`src/rtl/cpu_wb_arbiter.sv`:
```
// cpu_wb_arbiter
//   Two-master (ifetch, data) to one-slave Wishbone arbiter for 128-bit line
//   transfers. One transaction is forwarded at a time. The grant is held
//   until the slave acks or the granted master drops cyc. Every grant is
//   followed by one IDLE cycle.
//
//   Optional feature macro: CPU_WB_ARB_RR_EN
//     defined   : 1-bit round-robin pointer decides simultaneous requests
//     undefined : fixed priority, the data port wins ties
//
// Ports
//   clk, rst_n                          clock, synchronous active-low reset
//   i_cyc/i_stb/i_we/i_adr/i_dat_m/i_sel ifetch master request
//   i_dat_s, i_ack                      ifetch response
//   d_cyc/d_stb/d_we/d_adr/d_dat_m/d_sel data master request
//   d_dat_s, d_ack                      data response
//   m_cyc/m_stb/m_we/m_adr/m_dat_m/m_sel downstream request
//   m_dat_s, m_ack                      downstream response
module cpu_wb_arbiter #(
  parameter int ADDR_W = 12,
  parameter int DATA_W = 128,
  parameter int SEL_W  = DATA_W / 8
) (
  input  logic              clk,
  input  logic              rst_n,
  input  logic              i_cyc,
  input  logic              i_stb,
  input  logic              i_we,
  input  logic [ADDR_W-1:0] i_adr,
  input  logic [DATA_W-1:0] i_dat_m,
  input  logic [SEL_W-1:0]  i_sel,
  output logic [DATA_W-1:0] i_dat_s,
  output logic              i_ack,
  input  logic              d_cyc,
  input  logic              d_stb,
  input  logic              d_we,
  input  logic [ADDR_W-1:0] d_adr,
  input  logic [DATA_W-1:0] d_dat_m,
  input  logic [SEL_W-1:0]  d_sel,
  output logic [DATA_W-1:0] d_dat_s,
  output logic              d_ack,
  output logic              m_cyc,
  output logic              m_stb,
  output logic              m_we,
  output logic [ADDR_W-1:0] m_adr,
  output logic [DATA_W-1:0] m_dat_m,
  output logic [SEL_W-1:0]  m_sel,
  input  logic [DATA_W-1:0] m_dat_s,
  input  logic              m_ack
);

  typedef enum logic [1:0] {IDLE = 2'd0, GNT_I = 2'd1, GNT_D = 2'd2} state_t;

  state_t state, state_nxt;
  logic   i_req, d_req, d_wins;

  assign i_req = i_cyc & i_stb;
  assign d_req = d_cyc & d_stb;

  // Read data is a plain pass-through; ack alone qualifies it.
  assign i_dat_s = m_dat_s;
  assign d_dat_s = m_dat_s;

`ifdef CPU_WB_ARB_RR_EN
  // rr_d = 1: data port wins the next tie. Flips only on a completed
  // transaction; aborts leave it alone.
  logic rr_d;
  always_ff @(posedge clk) begin
    if (!rst_n)
      rr_d <= 1'b1;
    else if (m_ack && state == GNT_D)
      rr_d <= 1'b0;
    else if (m_ack && state == GNT_I)
      rr_d <= 1'b1;
  end
  assign d_wins = rr_d;
`else
  assign d_wins = 1'b1;
`endif

  always_ff @(posedge clk) begin
    if (!rst_n) state <= IDLE;
    else        state <= state_nxt;
  end

  always_comb begin
    state_nxt = state;
    m_cyc     = 1'b0;
    m_stb     = 1'b0;
    m_we      = 1'b0;
    m_adr     = '0;
    m_dat_m   = '0;
    m_sel     = '0;
    i_ack     = 1'b0;
    d_ack     = 1'b0;
    case (state)
      IDLE: begin
        // m_ack here is stray and deliberately dropped.
        if (d_req && (!i_req || d_wins)) state_nxt = GNT_D;
        else if (i_req)                  state_nxt = GNT_I;
      end
      GNT_I: begin
        m_cyc   = i_cyc;
        m_stb   = i_stb;
        m_we    = i_we;
        m_adr   = i_adr;
        m_dat_m = i_dat_m;
        m_sel   = i_sel;
        i_ack   = m_ack;
        if (m_ack || !i_cyc) state_nxt = IDLE;
      end
      GNT_D: begin
        m_cyc   = d_cyc;
        m_stb   = d_stb;
        m_we    = d_we;
        m_adr   = d_adr;
        m_dat_m = d_dat_m;
        m_sel   = d_sel;
        d_ack   = m_ack;
        if (m_ack || !d_cyc) state_nxt = IDLE;
      end
      default: state_nxt = IDLE;
    endcase
  end

endmodule
```
`config.mk`:
```
export PLATFORM = sky130hd
export DESIGN_NAME = cpu_wb_arbiter
export DESIGN_NICKNAME = d
export VERILOG_FILES = /design/src/rtl/cpu_wb_arbiter.sv
export SDC_FILE = /design/constraint.sdc
export NUM_CORES = 1
export LEC_CHECK = 0
export CAP_MARGIN = 5
export CORE_AREA = 2 2 336 338
export DETAILED_ROUTE_END_ITERATION = 16
export DIE_AREA = 0 0 338 340
export DONT_BUFFER_PORTS = 1
export GPL_TIMING_DRIVEN = 0
export PLACE_DENSITY_LB_ADDON = 0.15
export SETUP_SLACK_MARGIN = 0.2
export SLEW_MARGIN = 5
export SYNTH_ARGS = -nofsm -noshare
export SYNTH_HDL_FRONTEND = slang
export SYNTH_SLANG_ARGS = --single-unit
```
`constraint.sdc`:
```
create_clock -name clk -period 1.9 [get_ports clk]
set_clock_uncertainty 0.2 [all_clocks]
set_input_delay 0.38 -clock clk [delete_from_list [all_inputs] [get_ports clk]]
set_output_delay 0.38 -clock clk [all_outputs]
set_load 0.02 [all_outputs]
```
# Yosys cells after proc, flatten, opt, wreduce, memory -nomap -nowiden
# Index checks and enable logic that the tools add are counted.
# word_totals
elab_cells	27
ff_bits	2
input_bits	449
output_inout_bits	417
# classes
n_mux	13
n_reduce_logical	6
bitwise	2
eq_ne	5
# ops
cell	count
$pmux 128 s2	1
$pmux 16 s2	1
$pmux 12 s2	1
$mux 2	4
$pmux 1 s2	3
$pmux 2 s3	1
$ne 2x2->1 const B	2
$ne 3x3->1 const B	1
$reduce_and 3->1	1
$and 1x1->1	2
$eq 2x1->1 const B	1
$eq 2x2->1 const B	1
$logic_not 1->1	2
$logic_not 2->1	1
$logic_or 1x1->1	2
$mux 1	2

# Longest topological paths before layout
# Gate-level depths: netlist of run 1.
# depth
word_depth	4
ltp_mapped	7
depth_no_buf	5

# Worst setup path before layout of run 1
# Ideal clock, no wire load.
# synth_timing
path_type	reg2out
start	reg state[0]
end	out m_dat_m[100]
n_path_buf	2
required_ns	1.320
stages_incl_launch_ff	6
slack_ns	-0.106
arrival_ns	1.426
path_cell_list	dfxtp_1 inv_1 ha_1 buf_6 clkbuf_1 nor2b_1
# synth_via
elab_chain_len	2
word_cells_on_any_way	3
classes_between	2 x eq/ne; 1 x mux
# synth_lines
item	line	rtl
start: declaration	54	state_t state, state_nxt;
start signal: assignment	83	else state <= state_nxt;
$eq 2x2->1 / $eq 2x1->1 (equally long branches)	96	case (state)
$pmux 128 s2 (*)	96	
end: declaration	46	output logic [DATA_W-1:0] m_dat_m,
# Every way passes the cells marked *; elsewhere a longest branch is shown, timed or not.

# Worst setup path in the final report of run 1
# layout_timing
start	reg state[1]
end	out m_dat_m[119]
# The elaborated chain is that of the path after synthesis.

==> flow_metrics.tcl, run 1 <==
set metrics [dict create \
    rsz0062_at_grt "yes" \
    fin_util_pct 9.23 \
    crit_arrival_ns 1.82 \
    regMostFlops "state" \
    ant_nets 0 \
    totalWireLength_um 36100 \
    power.total_mw 5.46 \
    fin_crit_ns 2.40 \
    maxCapViolations 0 \
    fin_cells 2213 \
    grt_usage_pct 5.55 \
    nNetsFinal 1164 \
    synth_edf_count 0 \
    vias_per_cell 2.24 \
    crit_type "flip-flop to output pin" \
    drive_gt1_share_pct 97.9 \
    gp_congestion 0.715 \
    hold_ws_ns 0.0947 \
    synth.most_common_cell "buf_4" \
    setup_viol 161 \
    synth-async-reset-ratio_pct 0 \
    cp-start-kind "flip-flop" \
    synth_nets 1096 \
    synth-main-ff-cell "dfxtp_1" \
    grt-ovfl-total 0 \
    final_cell_area_mm2 0.0103 \
    place_area_mm2 0.00824 \
    hpwl_um 29800 \
    cts-root-buf "clkbuf_16" \
    cts_tree "done" \
    fp.dieH_um 340 \
    power_density_mw_per_mm2 531 \
    core_area_mm2 0.112 \
    htreeDepth 1 \
    row_count 123 \
    cts.clk_slew.worst_paths_ns 0.03 \
    fmax_mhz 417 \
    dr.pass1.iters 4 \
    required_ns 1.32 \
    ys_warn_count 0 \
    timing.final.crit_share_pct 126 \
    ys_top_cells_by_count "buf_4 (259), nor2b_1 (159), a22oi_1 (158), buf_6 (26), clkbuf_1 (14)" \
    top_regs "state: 2 flops" \
    final.setup.tns_ns -60.51 \
    io_buffers 0 \
    initial_core_util_pct 4.21 \
    drc 0 \
    die_x_um 338 \
    netlist_instances 644 \
    worst_pin_slew_ns 0.381 \
    drt-wirelength-per-cell_um 16.3 \
    drv_slew 0 \
    grt_pass1_vias 5036 \
    violations "setup timing" \
    largest_reg_flops 2 \
    dp_cells 2144 \
    grt_max_degree 11 \
    cp_max_fo 9 \
    status "finished with violations" \
    synth_largest_area_cell "buf_4" \
    synth_area_mm2 0.00470 \
    antenna_found_initial 4 \
    avgSynthCellArea_um2 7.29 \
    p_leak_nw 3.11 \
    synth_top_area_share_pct 41.4 \
    relSlewSlack_pct 74.5 \
    hp-class "primary input to flip-flop" \
    via_count 4966 \
    ys_seq_area_share_pct 0.852 \
    io_pins 866 \
    critPathCaptureType "output pin" \
    hold_viol_final 0 \
    synth_top_cells_by_area "buf_4 (41%), a22oi_1 (25%), nor2b_1 (21%), buf_6 (6.2%), clkbuf_1 (1.1%)" \
    clk_path_buf_depth 2 \
    clk-insertion-delay-late_ns 0.22 \
    area_delta_synth_final_pct 119 \
    dr.first_iter.drc_count 103 \
    place_ws_ns -0.696 \
    clock_sinks 2 \
    grt_pass1_wl_um 42900 \
    ys_seq_elements 2 \
    dieArea_mm2 0.115 \
    cts_buffers 3 \
    ir_worst_vdd_mv 0.249 \
    yosysUniqueCellTypes 18 \
    finalWorstSetupSlack_ns -0.498 \
]
## layout by cell type (no fill, tap or decap)
cell / n
diode_2: 3
ha_4: 3
clkbuf_4: 1
inv_4: 2
o22ai_1: 1
a22oi_4: 1
and2_4: 2
buf_16: 9
dfxtp_4: 2
a2bb2oi_2: 1
buf_8: 20
a21boi_0: 1
clkbuf_16: 21
o221a_1: 1
buf_12: 38
a22oi_1: 9
buf_6: 18
buf_4: 268
a22oi_2: 149
nor2_2: 1
nand4_1: 1
nand2_1: 2
nor2b_4: 159
## timing repair
action,CTS,global route
hold buffers,0,0
pin swaps,17,9
buffers inserted,31,13
endpoints found under the setup margin,161,163
gates cloned,17,3
gates resized for setup,187,34
## final cells by class
type	instances	area, um2
fill	12917	101000
multi-input combinational	331	4290
buffer	308	2890
tap	1500	1880
timing repair buffer	64	1090
clock buffer	3	75.1
sequential	2	47.5
inverter	2	12.5
antenna	3	7.51
## final timing paths
check             startpoint           end  slack (ns)  cells after the start
hold reg to reg     state[1]      state[1]        0.33                      2
hold / removal         rst_n      state[0]        0.09                      1
setup / recovery    state[1]  m_dat_m[119]       -0.50                      9
setup reg to reg    state[0]      state[0]        0.05                      8
## layer usage
layer	vias to the layer above	GRT usage [%]	wire (um)
li1	2110	-	-
met1	2353	4.83	10700
met2	466	11.7	20900
met3	37	1.45	3200
met4	0	1.95	1280
met5	-	0	0
## where the power goes
part           switching, mW  total [mW]  internal, mW
Clock                 0.0492       0.317         0.268
Combinational           2.37        5.09          2.72
Sequential           0.00952      0.0582        0.0487
Total                   2.43        5.46          3.04
## cell families (layout without fill, tap and decap cells)
family | count (synthesis) | count (layout) | share of synthesized area (%)
adders and majority gates | 3 | 3 | 0.799
other | 0 | 3 | 0
buffers and inverters | 311 | 377 | 50.0
AOI/OAI and AO/OA | 163 | 163 | 26.6
DFF | 2 | 2 | 0.852
and+or+nand+nor | 165 | 165 | 21.8
## worst max-delay path, cell delays in order, from the launching register on
cell and delay (ns):
dfxtp_4 0.37, inv_4 0.05, ha_4 0.15, buf_12 0.13, buf_12 0.14, buf_12 0.14
buf_12 0.12, buf_12 0.14, a22oi_2 0.23, nor2b_4 0.09
(Power assumes the default switching activity.)
==> run 2, diff against run 1 <==
--- a/config.mk
+++ b/config.mk
@@ -6,9 +6,9 @@
 export NUM_CORES = 1
 export LEC_CHECK = 0
 export CAP_MARGIN = 5
-export CORE_AREA = 2 2 336 338
+export CORE_AREA = 2 2 337 339
 export DETAILED_ROUTE_END_ITERATION = 16
-export DIE_AREA = 0 0 338 340
+export DIE_AREA = 0 0 339 341
 export DONT_BUFFER_PORTS = 1
 export GPL_TIMING_DRIVEN = 0
 export PLACE_DENSITY_LB_ADDON = 0.15
==> run 2 against run 1 <==
The flow still finishes with violations (setup timing). Utilization decreased by 0.061 points. Combinational power is 3% lower. Sequential share of layout area barely moved. Register-to-register slack about the same. Worst setup slack improved by 0.041 ns. Fmax up 1.7%. Hold slack improved by 0.0013 ns. Global-route usage rose by 0.58 points. Non-clock buffer count fell by 1. Critical path type unchanged.
==> flow_metrics.tcl, run 2 (synthesized netlist as in run 1, its figures left out) <==
set metrics [dict create \
    crit_type "flip-flop to output pin" \
    p_leak_nw 3.09 \
    nNetsFinal 1163 \
    core_area_mm2 0.112 \
    grt_usage_pct 6.13 \
    internal_power_mw 2.89 \
    hold_ws_ns 0.0961 \
    drc 0 \
    crit_slowest_cell "dfxtp_4" \
    p_clk_share_pct 5.9 \
    ant_nets 0 \
    highest-signal-layer "met4" \
    place_area_mm2 0.00824 \
    grt_pass1_vias 5098 \
    grt_pass1_wl_um 48200 \
    dp_cells 2144 \
    dr.first_iter.drc_count 102 \
    power_density_mw_per_mm2 520 \
    swShare_pct 45.9 \
    largest_reg_flops 2 \
    final.setup.tns_ns -57.33 \
    gp_congestion 0.817 \
    hold_viol_final 0 \
    path_cells "buf_6, ha_4, buf_12, buf_16, buf_8, buf_12, a22oi_2, nor2b_4" \
    fp.dieH_um 341 \
    grt_max_degree 12 \
    fmax_mhz 424 \
    row_count 123 \
    fin_crit_ns 2.36 \
    setup_viol 161 \
    final_cell_area_mm2 0.0103 \
    drt-wirelength-per-cell_um 18.3 \
    layout.cells.most_common "buf_4" \
    cpPeakStageDelay_ns 0.35 \
    p_switching_mw 2.45 \
    wl_met2_um 23400 \
    cts.clk_slew.worst_paths_ns 0.03 \
    cp-startpoint "state[0]" \
    clock_sinks 2 \
    die_x_um 339 \
    finalWorstSetupSlack_ns -0.458 \
    htreeDepth 1 \
    hp-start "rst_n" \
    ir_worst_vdd_mv 0.279 \
    place_ws_ns -0.634 \
    fin_cells 2211 \
    dr.pass1.iters 4 \
    pwr-share-seq_pct 1.1 \
    wl_met3_um 2970 \
    io_buffers 0 \
    clk-insertion-delay-late_ns 0.22 \
    comb_power_share_pct 93.0 \
    crit_arrival_ns 1.78 \
    drive_gt1_share_pct 98.4 \
    totalWireLength_um 40400 \
    dieArea_mm2 0.116 \
    path_common_cell "buf_12" \
    area_delta_synth_final_pct 118 \
    rsz0062_at_grt "yes" \
    cts_buffers 3 \
    relSlewSlack_pct 74.5 \
    vias_per_cell 2.27 \
    worst_pin_slew_ns 0.382 \
    status "finished with violations" \
    cts-root-buf "clkbuf_16" \
    regMostFlops "state" \
    via_count 5012 \
    antenna_found_initial 1 \
    critPathCaptureType "output pin" \
    timing.final.crit_share_pct 124 \
    required_ns 1.32 \
    cts_tree "done" \
    regToRegStartpoint "state[0]" \
    drv_slew 0 \
    maxCapViolations 0 \
    power.total_mw 5.33 \
    top_regs "state: 2 flops" \
    hpwl_um 33600 \
    cp_max_fo 7 \
    clk_path_buf_depth 2 \
    grt-ovfl-total 0 \
    io_pins 866 \
    initial_core_util_pct 4.20 \
    cp-start-kind "flip-flop" \
    final_cell_mix "buf_4 (273), a22oi_2 (153), nor2b_4 (153), buf_12 (35), buf_8 (18)" \
    violations "setup timing" \
    wl_met1_um 12500 \
    hp-class "primary input to flip-flop" \
    fin_util_pct 9.17 \
]
[run 2: metal layers]
layer | global-route usage [%] | vias to the layer above
li1 | - | 2107
met1 | 5.76 | 2381
met2 | 12.8 | 480
met3 | 1.24 | 44
met4 | 2.20 | 0
met5 | 0 | -
[run 2: worst max-delay path, delay by kind of cell (launching register included)]
family / cells / cell delay (ns)
buffers and inverters: 5 / 0.69
flip-flops: 1 / 0.35
AO/OA/AOI/OAI: 1 / 0.25
adder cells (fa/ha/maj): 1 / 0.15
AND/OR/NAND/NOR: 1 / 0.09
[run 2: final cells by class]
type | count | area [um2]
Fill cell | 12941 | 102000
Multi-Input combinational cell | 331 | 4280
Buffer | 308 | 2900
Tap cell | 1500 | 1880
Timing Repair Buffer | 63 | 1060
Clock buffer | 3 | 75.1
Sequential cell | 2 | 47.5
Inverter | 2 | 12.5
Antenna cell | 2 | 5.00
[run 2: repair_timing]
item	CTS	global route
hold buffers	0	0
pin swaps	11	10
gates resized for setup	181	43
hold endpoints to repair	0	0
cloned	15	7
setup endpoints to repair	161	163
setup buffers	29	12
[run 2: final timing paths]
path         cells after the start  slack, ns      endpoint
max reg2reg                      9       0.04      state[0]
min                              1        0.1      state[0]
min reg2reg                      2       0.32      state[1]
max                              8      -0.46  m_dat_m[114]
[run 2: power groups by stage]
| stage | registers, mW | clock network, mW | logic (mW) |
|---|---|---|---|
| 6_report | 0.0567 | 0.317 | 4.96 |
| 5_1_grt | 0.0578 | 0.330 | 5.20 |
| 4_1_cts | 0.0570 | 0.322 | 4.78 |
| 3_5_place_dp | 0.0576 | 0 | 3.66 |
| 3_3_place_gp | 0.0571 | 0 | 3.67 |
| 2_1_floorplan | 0.0555 | 0 | 2.96 |
==> run 3, diff against run 2 <==
--- a/config.mk
+++ b/config.mk
@@ -5,12 +5,14 @@
 export SDC_FILE = /design/constraint.sdc
 export NUM_CORES = 1
 export LEC_CHECK = 0
+export ABC_AREA = 1
 export CAP_MARGIN = 5
-export CORE_AREA = 2 2 337 339
+export CORE_AREA = 2 2 340 342
 export DETAILED_ROUTE_END_ITERATION = 16
-export DIE_AREA = 0 0 339 341
+export DIE_AREA = 0 0 342 344
 export DONT_BUFFER_PORTS = 1
 export GPL_TIMING_DRIVEN = 0
+export MAX_ROUTING_LAYER = met4
 export PLACE_DENSITY_LB_ADDON = 0.15
 export SETUP_SLACK_MARGIN = 0.2
 export SLEW_MARGIN = 5
==> run 3 against run 2 <==
Clock power increased by 3%. Design area rose by 3.0%. Via count grew 9.4%. Die area rose by 1.8%. Hold slack got worse by 0.029 ns. Non-clock buffer count decreased by 28. The run still ends with setup timing left. Flip-flop and latch count unchanged. Utilization up 0.11 points. Register-to-register slack improved by 0.20 ns. Synthesized cell count is 26% higher. Sequential power fell by 0.9%. Synthesized area is 4.1% lower.
==> flow_metrics.tcl, run 3 <==
set metrics [dict create \
    ys_top_cells_by_count "nand2_1 (329), buf_4 (260), a21oi_1 (161), buf_6 (23), buf_2 (21)" \
    io_buffers 0 \
    swShare_pct 59.2 \
    final.setup.tns_ns -49.39 \
    gp_congestion 0.823 \
    wl_met2_um 19200 \
    finalWorstSetupSlack_ns -0.438 \
    reg2reg_depth 11 \
    comb_power_share_pct 92.0 \
    violations "setup timing" \
    synth_edf_count 0 \
    synth_top_cells_by_area "buf_4 (43%), nand2_1 (27%), a21oi_1 (18%), buf_6 (5.8%), buf_2 (2.3%)" \
    crit_slowest_cell "dfxtp_4" \
    synth_nets 1266 \
    fin_crit_ns 2.34 \
    synth_largest_area_cell "buf_4" \
    hold_viol_final 0 \
    internal_power_mw 1.93 \
    grt_usage_pct 5.47 \
    htreeDepth 1 \
    largest_reg_flops 2 \
    initial_core_util_pct 3.96 \
    crit_type "flip-flop to output pin" \
    row_count 124 \
    grt_pass1_vias 5286 \
    clk_path_buf_depth 2 \
    cts.clk_slew.worst_paths_ns 0.03 \
    regToRegStartpoint "state[0]" \
    path_common_cell "buf_12" \
    status "finished with violations" \
    crit_arrival_ns 1.76 \
    p_switching_mw 2.80 \
    p_leak_nw 3.48 \
    maxCapViolations 0 \
    yosysUniqueCellTypes 12 \
    critPathCaptureType "output pin" \
    die_x_um 342 \
    power.total_mw 4.73 \
    avgSynthCellArea_um2 5.53 \
    grt_pass1_wl_um 43000 \
    clock_sinks 2 \
    grt_max_degree 11 \
    power_density_mw_per_mm2 448 \
    vias_per_cell 2.32 \
    dieArea_mm2 0.118 \
    ir_worst_vdd_mv 0.418 \
    layout.cells.most_common "buf_4" \
    cp_max_fo 7 \
    crit_end "m_dat_m[10]" \
    netlist_instances 814 \
    top_regs "state: 2 flops" \
    nNetsFinal 1305 \
    highest-signal-layer "met4" \
    cp-start-kind "flip-flop" \
    wl_met3_um 2220 \
    hold_ws_ns 0.0673 \
    drv_slew 0 \
    clk-insertion-delay-late_ns 0.22 \
    cts_tree "done" \
    ys_seq_elements 2 \
    setup_viol 161 \
    fmax_mhz 428 \
    core_area_mm2 0.114 \
    drive_gt1_share_pct 81.1 \
    ys_seq_area_share_pct 0.889 \
    io_pins 866 \
    grt-ovfl-total 0 \
    fp.dieH_um 344 \
    ant_nets 0 \
    cp-startpoint "state[1]" \
    p_clk_share_pct 6.9 \
    hpwl_um 27800 \
    required_ns 1.32 \
    antenna_found_initial 5 \
    ff2ff_setup_slack_ns 0.24 \
    wl_met1_um 13900 \
    drc 0 \
    path_cells "inv_4, ha_4, buf_12, buf_6, buf_12, buf_12, nand2_4, a21oi_4" \
    rr_endpoint "state[1]" \
    fillers 13170 \
    timing.final.crit_share_pct 123 \
    hp-class "primary input to flip-flop" \
    cpPeakStageDelay_ns 0.35 \
    place_ws_ns -0.746 \
    synth_top_area_share_pct 43.3 \
    fin_util_pct 9.28 \
    relSlewSlack_pct 76.1 \
    synth-async-reset-ratio_pct 0 \
    worst_pin_slew_ns 0.358 \
    pwr-share-seq_pct 1.2 \
    cts_buffers 3 \
    drt-wirelength-per-cell_um 15.5 \
    synth_area_mm2 0.00450 \
    regMostFlops "state" \
    synth.most_common_cell "nand2_1" \
    totalWireLength_um 36800 \
    area_delta_synth_final_pct 135 \
    dr.pass1.iters 4 \
    cts-root-buf "clkbuf_16" \
    via_count 5485 \
    final_cell_mix "buf_4 (264), a21oi_4 (159), nand2_1 (154), nand2_4 (104), nand2_2 (64)" \
    ys_warn_count 0 \
    synth-main-ff-cell "dfxtp_1" \
    rsz0062_at_grt "yes" \
    dr.first_iter.drc_count 105 \
]
run 3: logic make-up (layout without fill, tap and decap cells):
family	count (synthesis)	count (layout)	synth area share [%]
compound gates	161	161	17.9
fa+ha+maj	3	3	0.833
buf+inv	317	355	52.7
flops	2	2	0.889
other cells	0	4	0
simple gates	331	331	27.6
run 3: timing repair:
action,in CTS,in global routing
cloned,9,8
pin swaps,120,121
setup buffers,14,3
hold endpoints to repair,0,0
setup endpoints to repair,161,163
gates resized for setup,444,180
hold buffers,0,0
run 3: cell type report:
type / instances / area [um2] / area share (%)
sequential: 2 / 47.5 / 0.450
multi-input combinational: 495 / 4980 / 47.1
inverter: 8 / 45.0 / 0.426
buffer: 309 / 2840 / 26.9
timing repair buffer: 34 / 673 / 6.37
clock buffer: 4 / 78.8 / 0.746
antenna: 4 / 10.0 / 0.0947
tap: 1512 / 1890 / 17.9
run 3: how the worst min path moves through the flow:
stage                     startpoint       end  slack (ns)  cells after the start
final                          rst_n  state[1]        0.07                      2
after global routing           rst_n  state[1]        0.09                      2
after CTS                      rst_n  state[1]        0.07                      2
after detailed placement    state[1]  state[1]        0.29                      2
after global placement         rst_n  state[1]        0.30                      2
after floorplan             state[1]  state[1]        0.27                      2
run 3: power by group through the flow:
| stage | clock network (mW) | registers [mW] | logic (mW) |
|---|---|---|---|
| floorplan | 0 | 0.0558 | 2.12 |
| global placement | 0 | 0.0568 | 2.78 |
| detailed placement | 0 | 0.0567 | 2.76 |
| CTS | 0.330 | 0.0564 | 4.10 |
| global route | 0.332 | 0.0574 | 4.60 |
| finish | 0.325 | 0.0562 | 4.35 |
run 3: worst max-delay path: cells and delay by family (launching register included):
| family | cells | cell delay, ns |
|---|---|---|
| AO/OA/AOI/OAI | 1 | 0.33 |
| adder cells (fa/ha/maj) | 1 | 0.13 |
| buffers and inverters | 5 | 0.64 |
| flip-flops | 1 | 0.35 |
| AND/OR/NAND/NOR | 1 | 0.06 |
run 3: per-layer routing:
metal,track usage (%),up-vias
li1,-,2383
met1,5.97,2576
met2,10.1,478
met3,1.16,48
met4,1.12,0
met5,-,-
run 3: through the flow:
stage,cell area [um2],cells
after floorplan,5180,814
after global placement,7080,2326
after detailed placement,7080,2326
after CTS,9610,2353
after global routing,10600,2368
final,10600,2368
==> variant 1 (settings of run 3) <==
`DATA_W`: 128 -> 120.
--- a/src/rtl/cpu_wb_arbiter.sv
+++ b/src/rtl/cpu_wb_arbiter.sv
@@ -19,5 +19,5 @@
 module cpu_wb_arbiter #(
   parameter int ADDR_W = 12,
-  parameter int DATA_W = 128,
+  parameter int DATA_W = 120,
   parameter int SEL_W  = DATA_W / 8
 ) (
Ports: changed (9 resized); port bits go from 866 to 815. No check against the original RTL was run, so the function may have changed too.
==> variant 1 against run 3 <==
  * The run still ends with setup timing left
  * Routed wire length up 2.0%
  * Cell area fell by 9.1%
  * Die area did not move
  * Core utilization fell by 0.85 points
  * Sequential cell count unchanged
  * Setup slack gained 0.053 ns
  * Non-clock buffer count down 21
  * Synthesized area is 5.9% lower
  * Power decreased by 7.8%
  * Combinational power down 8.3%
  * Global-route usage grew 0.12 points
  * Critical endpoint is now m_dat_m[99]
==> variant 1: results (changes against run 3) <==
Status: complete, but fails checks
Failing checks: setup timing
Placed inst area: 6340 µm² (-10%)
Yosys synthesis warning count: 0 (unchanged)
Synth cell count leaders: nand2_1 (311), buf_4 (242), a21oi_1 (152)
Synthesized net count: 1,194 (-5.7%)
GRT Total Usage: 5.59% (+0.12 points)
PortBufs: 0 (unchanged)
CP arrival: 1.70 ns (-0.06 ns)
Largest cells by area after synthesis: buf_4 (43%), nand2_1 (28%), a21oi_1 (18%)
Pre-CTS setup slack: -0.948 ns (-0.202 ns)
Final setup violating endpoints: 152 (-5.6%)
Synth cell types: 12 (unchanged)
Fin Setup TNS: -46.90 ns (+2.50 ns)
Post-synthesis mux area share: 0% (unchanged)
GP Congestion: 0.790 (-4.0%)
Routed Wire Length: 37,500 µm (+2.0%)
Synth Area in Compound Gates: 18.0% (+0.062 points)
Peak supply drop: 0.000342 V (-18%)
DR iter-0 viols: 109 (+3.8%)
Post-Synth XOR/XNOR Area: 0% (unchanged)
Critical Path Fanout Max: 10 (+3)
Clock tree buffer depth: 2 (unchanged)
Root Driver: clkbuf_16
Final worst slack: -0.384 ns (+0.0533 ns)
Post-CTS sizing: 435 (-2.0%)
Leakage power: 0.00292 µW (-16%)
Sequential fraction of the synthesis area: 0.945% (+0.056 points)
Worst rel slew slack: 72.4% (-3.7 points)
Crit path from: state[0]$_SDFFE_PN0P_
Post-Layout Cell Count: 2,318 (-2.1%)
Largest net degree at the start of global routing: 11 (unchanged)
Vias in the first global route: 5,067 (-4.1%)
Post-synthesis async set-or-reset flop share: 0% (unchanged)
Filler cell count: 13,267 (+0.74%)
Adder-cell share of the synthesized area: 0.886% (+0.052 points)
Layout cells sized above 1: 75.3% (-5.8 points)
Min-delay src: rst_n
Detail Placement HPWL: 29,700 µm (+6.9%)
Global-route wire length before repair: 43,200 µm (+0.61%)
# Post-CTS Setup Buffers: 11 (-3)
Post-Synthesis Cells: 768 (-5.7%)
Vias/cell: 2.26 (-2.5%)
DRT Pass-1 Iters: 4 (unchanged)
## variant 1: cells by family (layout without fill, tap and decap cells)
| family | count (synthesis) | after routing |
|---|---|---|
| fa+ha+maj | 3 | 3 |
| flops | 2 | 2 |
| other cells | 0 | 3 |
| compound gates | 152 | 152 |
| buf+inv | 298 | 333 |
| simple gates | 313 | 313 |
## variant 1: where the power goes
group | total (µW) | leakage, µW | internal (µW) | switching (µW)
sequential | 56.2 | 0.0000178 | 48.3 | 7.94
combinational | 3990 | 0.00286 | 1470 | 2520
clock | 316 | 0.0000370 | 268 | 47.9
total | 4370 | 0.00292 | 1790 | 2580
## variant 1: final timing paths
| kind | slack, ns | to | cells past startpoint |
|---|---|---|---|
| min | 0.06 | state[1]$_SDFFE_PN0P_ | 2 |
| max | -0.38 | m_dat_m[99] | 6 |
| min reg2reg | 0.30 | state[1]$_SDFFE_PN0P_ | 2 |
| max reg2reg | 0.33 | state[1]$_SDFFE_PN0P_ | 10 |
## variant 1: metal layers
metal,global-route usage [%],vias up,part of all wire [%]
met5,-,-,0
met4,1.22,0,2.9
met3,1.14,42,7.8
met2,11.1,474,56
met1,5.55,2456,34
li1,-,2262,-
## variant 1: critical path: stages, from the launching register on
cell,delay [ns]
dfxtp_4,0.36
inv_4,0.05
ha_4,0.29
inv_8,0.07
buf_16,0.17
buf_12,0.17
a21oi_4,0.34
## variant 1: layout make-up
type	count	area [µm²]	area share, %
diodes	3	7.51	0.0782
plain buffers	290	2620	27.2
clock buffers	3	75.1	0.782
inverters	8	45.0	0.469
multi-input cells	468	4300	44.7
flip-flops and latches	2	47.5	0.495
well taps	1512	1890	19.7
repair buffers	32	622	6.48
==> variant 2 (flow settings as in run 3) <==
Without the edit above. The 3 states of `state_t` get a one-hot encoding in 3 bits.
--- a/src/rtl/cpu_wb_arbiter.sv
+++ b/src/rtl/cpu_wb_arbiter.sv
@@ -50,5 +50,5 @@
 );
 
-  typedef enum logic [1:0] {IDLE = 2'd0, GNT_I = 2'd1, GNT_D = 2'd2} state_t;
+  typedef enum logic [2:0] {IDLE = 3'b001, GNT_I = 3'b010, GNT_D = 3'b100} state_t;
 
   state_t state, state_nxt;
Behaviour: no difference found for any inputs over 4 cycles, from zero or initial values and one cycle with rst_n low; so few cycles prove little.
==> variant 2 against run 3 <==
  * The flow still finishes with violations (setup timing)
  * Sequential cell count up 1
  * Clock power increased by 5%
  * Synthesized area increased by 6.4%
  * Global-route usage is 1.3 points higher
  * Setup slack gained 0.18 ns
  * Cell area up 2.4%
  * Power increased by 10%
  * Routed wire length up 26%
==> variant 2: results (changes against run 3) <==
Status: complete, but fails checks
Failing checks: setup timing
Filler cell count: 13,251 (+0.62%)
Routed Wire Length: 46,300 µm (+26%)
Final Hold Vio Count: 0 (unchanged)
Worst rel slew slack: 66.9% (-9.2 points)
Leakage power: 0.00363 µW (+4.3%)
Grt met3 use: 1.75% (+0.59 points)
CP arrival: 1.58 ns (-0.18 ns)
Worst r2r path cells: 10 (-1)
MaxCap Viol Count: 0 (unchanged)
Synth cell count leaders: nand3_1 (313), buf_4 (258), nand2_1 (165)
Peak supply drop: 0.000481 V (+15%)
Worst hold stages: 1 (-1)
Yosys synthesis warning count: 0 (unchanged)
Vias in the first global route: 5,729 (+8.4%)
R2r startpoint: state[2]$_SDFFE_PN0P_
Sequential fraction of the synthesis area: 1.25% (+0.36 points)
Post-synthesis async set-or-reset flop share: 0% (unchanged)
Placed inst area: 6690 µm² (-5.4%)
Synth cell types: 20 (+8)
Met1 Usage GRT: 6.31% (+0.34 points)
WHS Endpoint: state[0]$_SDFFE_PN1P_
Largest cells by area after synthesis: buf_4 (40%), nand3_1 (33%), nand2_1 (13%)
Fin Setup TNS: -31.06 ns (+18.34 ns)
Reg-to-reg slack, setup: 0.20 ns (-0.04 ns)
Largest stage delay, worst path: 0.31 ns (-0.04 ns)
Critical Path Fanout Max: 7 (unchanged)
Detail Placement HPWL: 36,700 µm (+32%)
GRT Total Usage: 6.74% (+1.3 points)
Synthesized net count: 1,283 (+1.3%)
Post-layout util: 9.50% (+0.22 points)
Global-route wire length before repair: 51,900 µm (+21%)
Layout cells sized above 1: 81.8% (+0.68 points)
Vias/cell: 2.55 (+10%)
Biggest regs: state: 3 flops
DR iter-0 viols: 157 (+50%)
Critical path's slowest cell: dfxtp_2
Final worst slack: -0.260 ns (+0.178 ns)
GP Congestion: 0.797 (-3.2%)
Final setup violating endpoints: 160 (-0.62%)
Worst reg2reg path endpoint: state[1]$_SDFFE_PN0P_
Global routing usage on met2: 13.0% (+2.8 points)
variant 2: through the flow:
stage | setup WS [ns] | hold WS, ns | cells
6_report | -0.260 | 0.0521 | 2399
5_1_grt | -0.331 | 0.0628 | 2399
4_1_cts | -0.278 | 0.0541 | 2377
3_5_place_dp | -0.801 | 0.285 | 2346
3_3_place_gp | -0.771 | 0.293 | 2346
2_1_floorplan | 0.209 | 0.264 | 834
variant 2: cells by family (layout without fill, tap and decap cells):
| group | count (synthesis) | after routing | share of synthesized area [%] |
|---|---|---|---|
| and+or+nand+nor | 497 | 497 | 49.0 |
| DFF | 3 | 3 | 1.25 |
| buffers and inverters | 331 | 381 | 49.4 |
| other | 0 | 3 | 0 |
| AOI/OAI and AO/OA | 3 | 3 | 0.392 |
variant 2: area by class of cell:
type / count / area share, %
tap: 1512 / 17.5
antenna: 3 / 0.0694
buffer: 325 / 26.4
multi-input combinational: 500 / 46.7
sequential: 3 / 0.601
inverter: 6 / 0.254
timing repair buffer: 46 / 7.73
clock buffer: 4 / 0.729
variant 2: power by group:
group | switching, µW | internal, µW | total (µW)
Sequential | 16.1 | 75.9 | 92.0
Clock | 63.3 | 277 | 341
Combinational | 2870 | 1910 | 4780
Total | 2950 | 2260 | 5210
variant 2: what timing repair did:
item / in CTS / in global routing
buffers inserted: 20 / 6
gates resized for setup: 472 / 257
gates cloned: 7 / 13
setup endpoints to repair: 161 / 161
pin swaps: 63 / 94
variant 2: per-layer routing:
layer	routed length (µm)	vias to the layer above	part of all wire, %
met3	4220	77	9.1
met1	14400	2888	31
met5	0	-	0
li1	-	2644	-
met4	2140	0	4.6
met2	25600	501	55
variant 2: worst max-delay path by stage:
| stage | endpoint | start |
|---|---|---|
| 6_report | m_dat_m[78] | state[2]$_SDFFE_PN0P_ |
| 5_1_grt | m_dat_m[44] | state[1]$_SDFFE_PN0P_ |
| 4_1_cts | m_dat_m[84] | state[1]$_SDFFE_PN0P_ |
| 3_5_place_dp | m_sel[0] | state[0]$_SDFFE_PN1P_ |
| 3_3_place_gp | m_sel[0] | state[1]$_SDFFE_PN0P_ |
| 2_1_floorplan | m_dat_m[27] | state[1]$_SDFFE_PN0P_ |
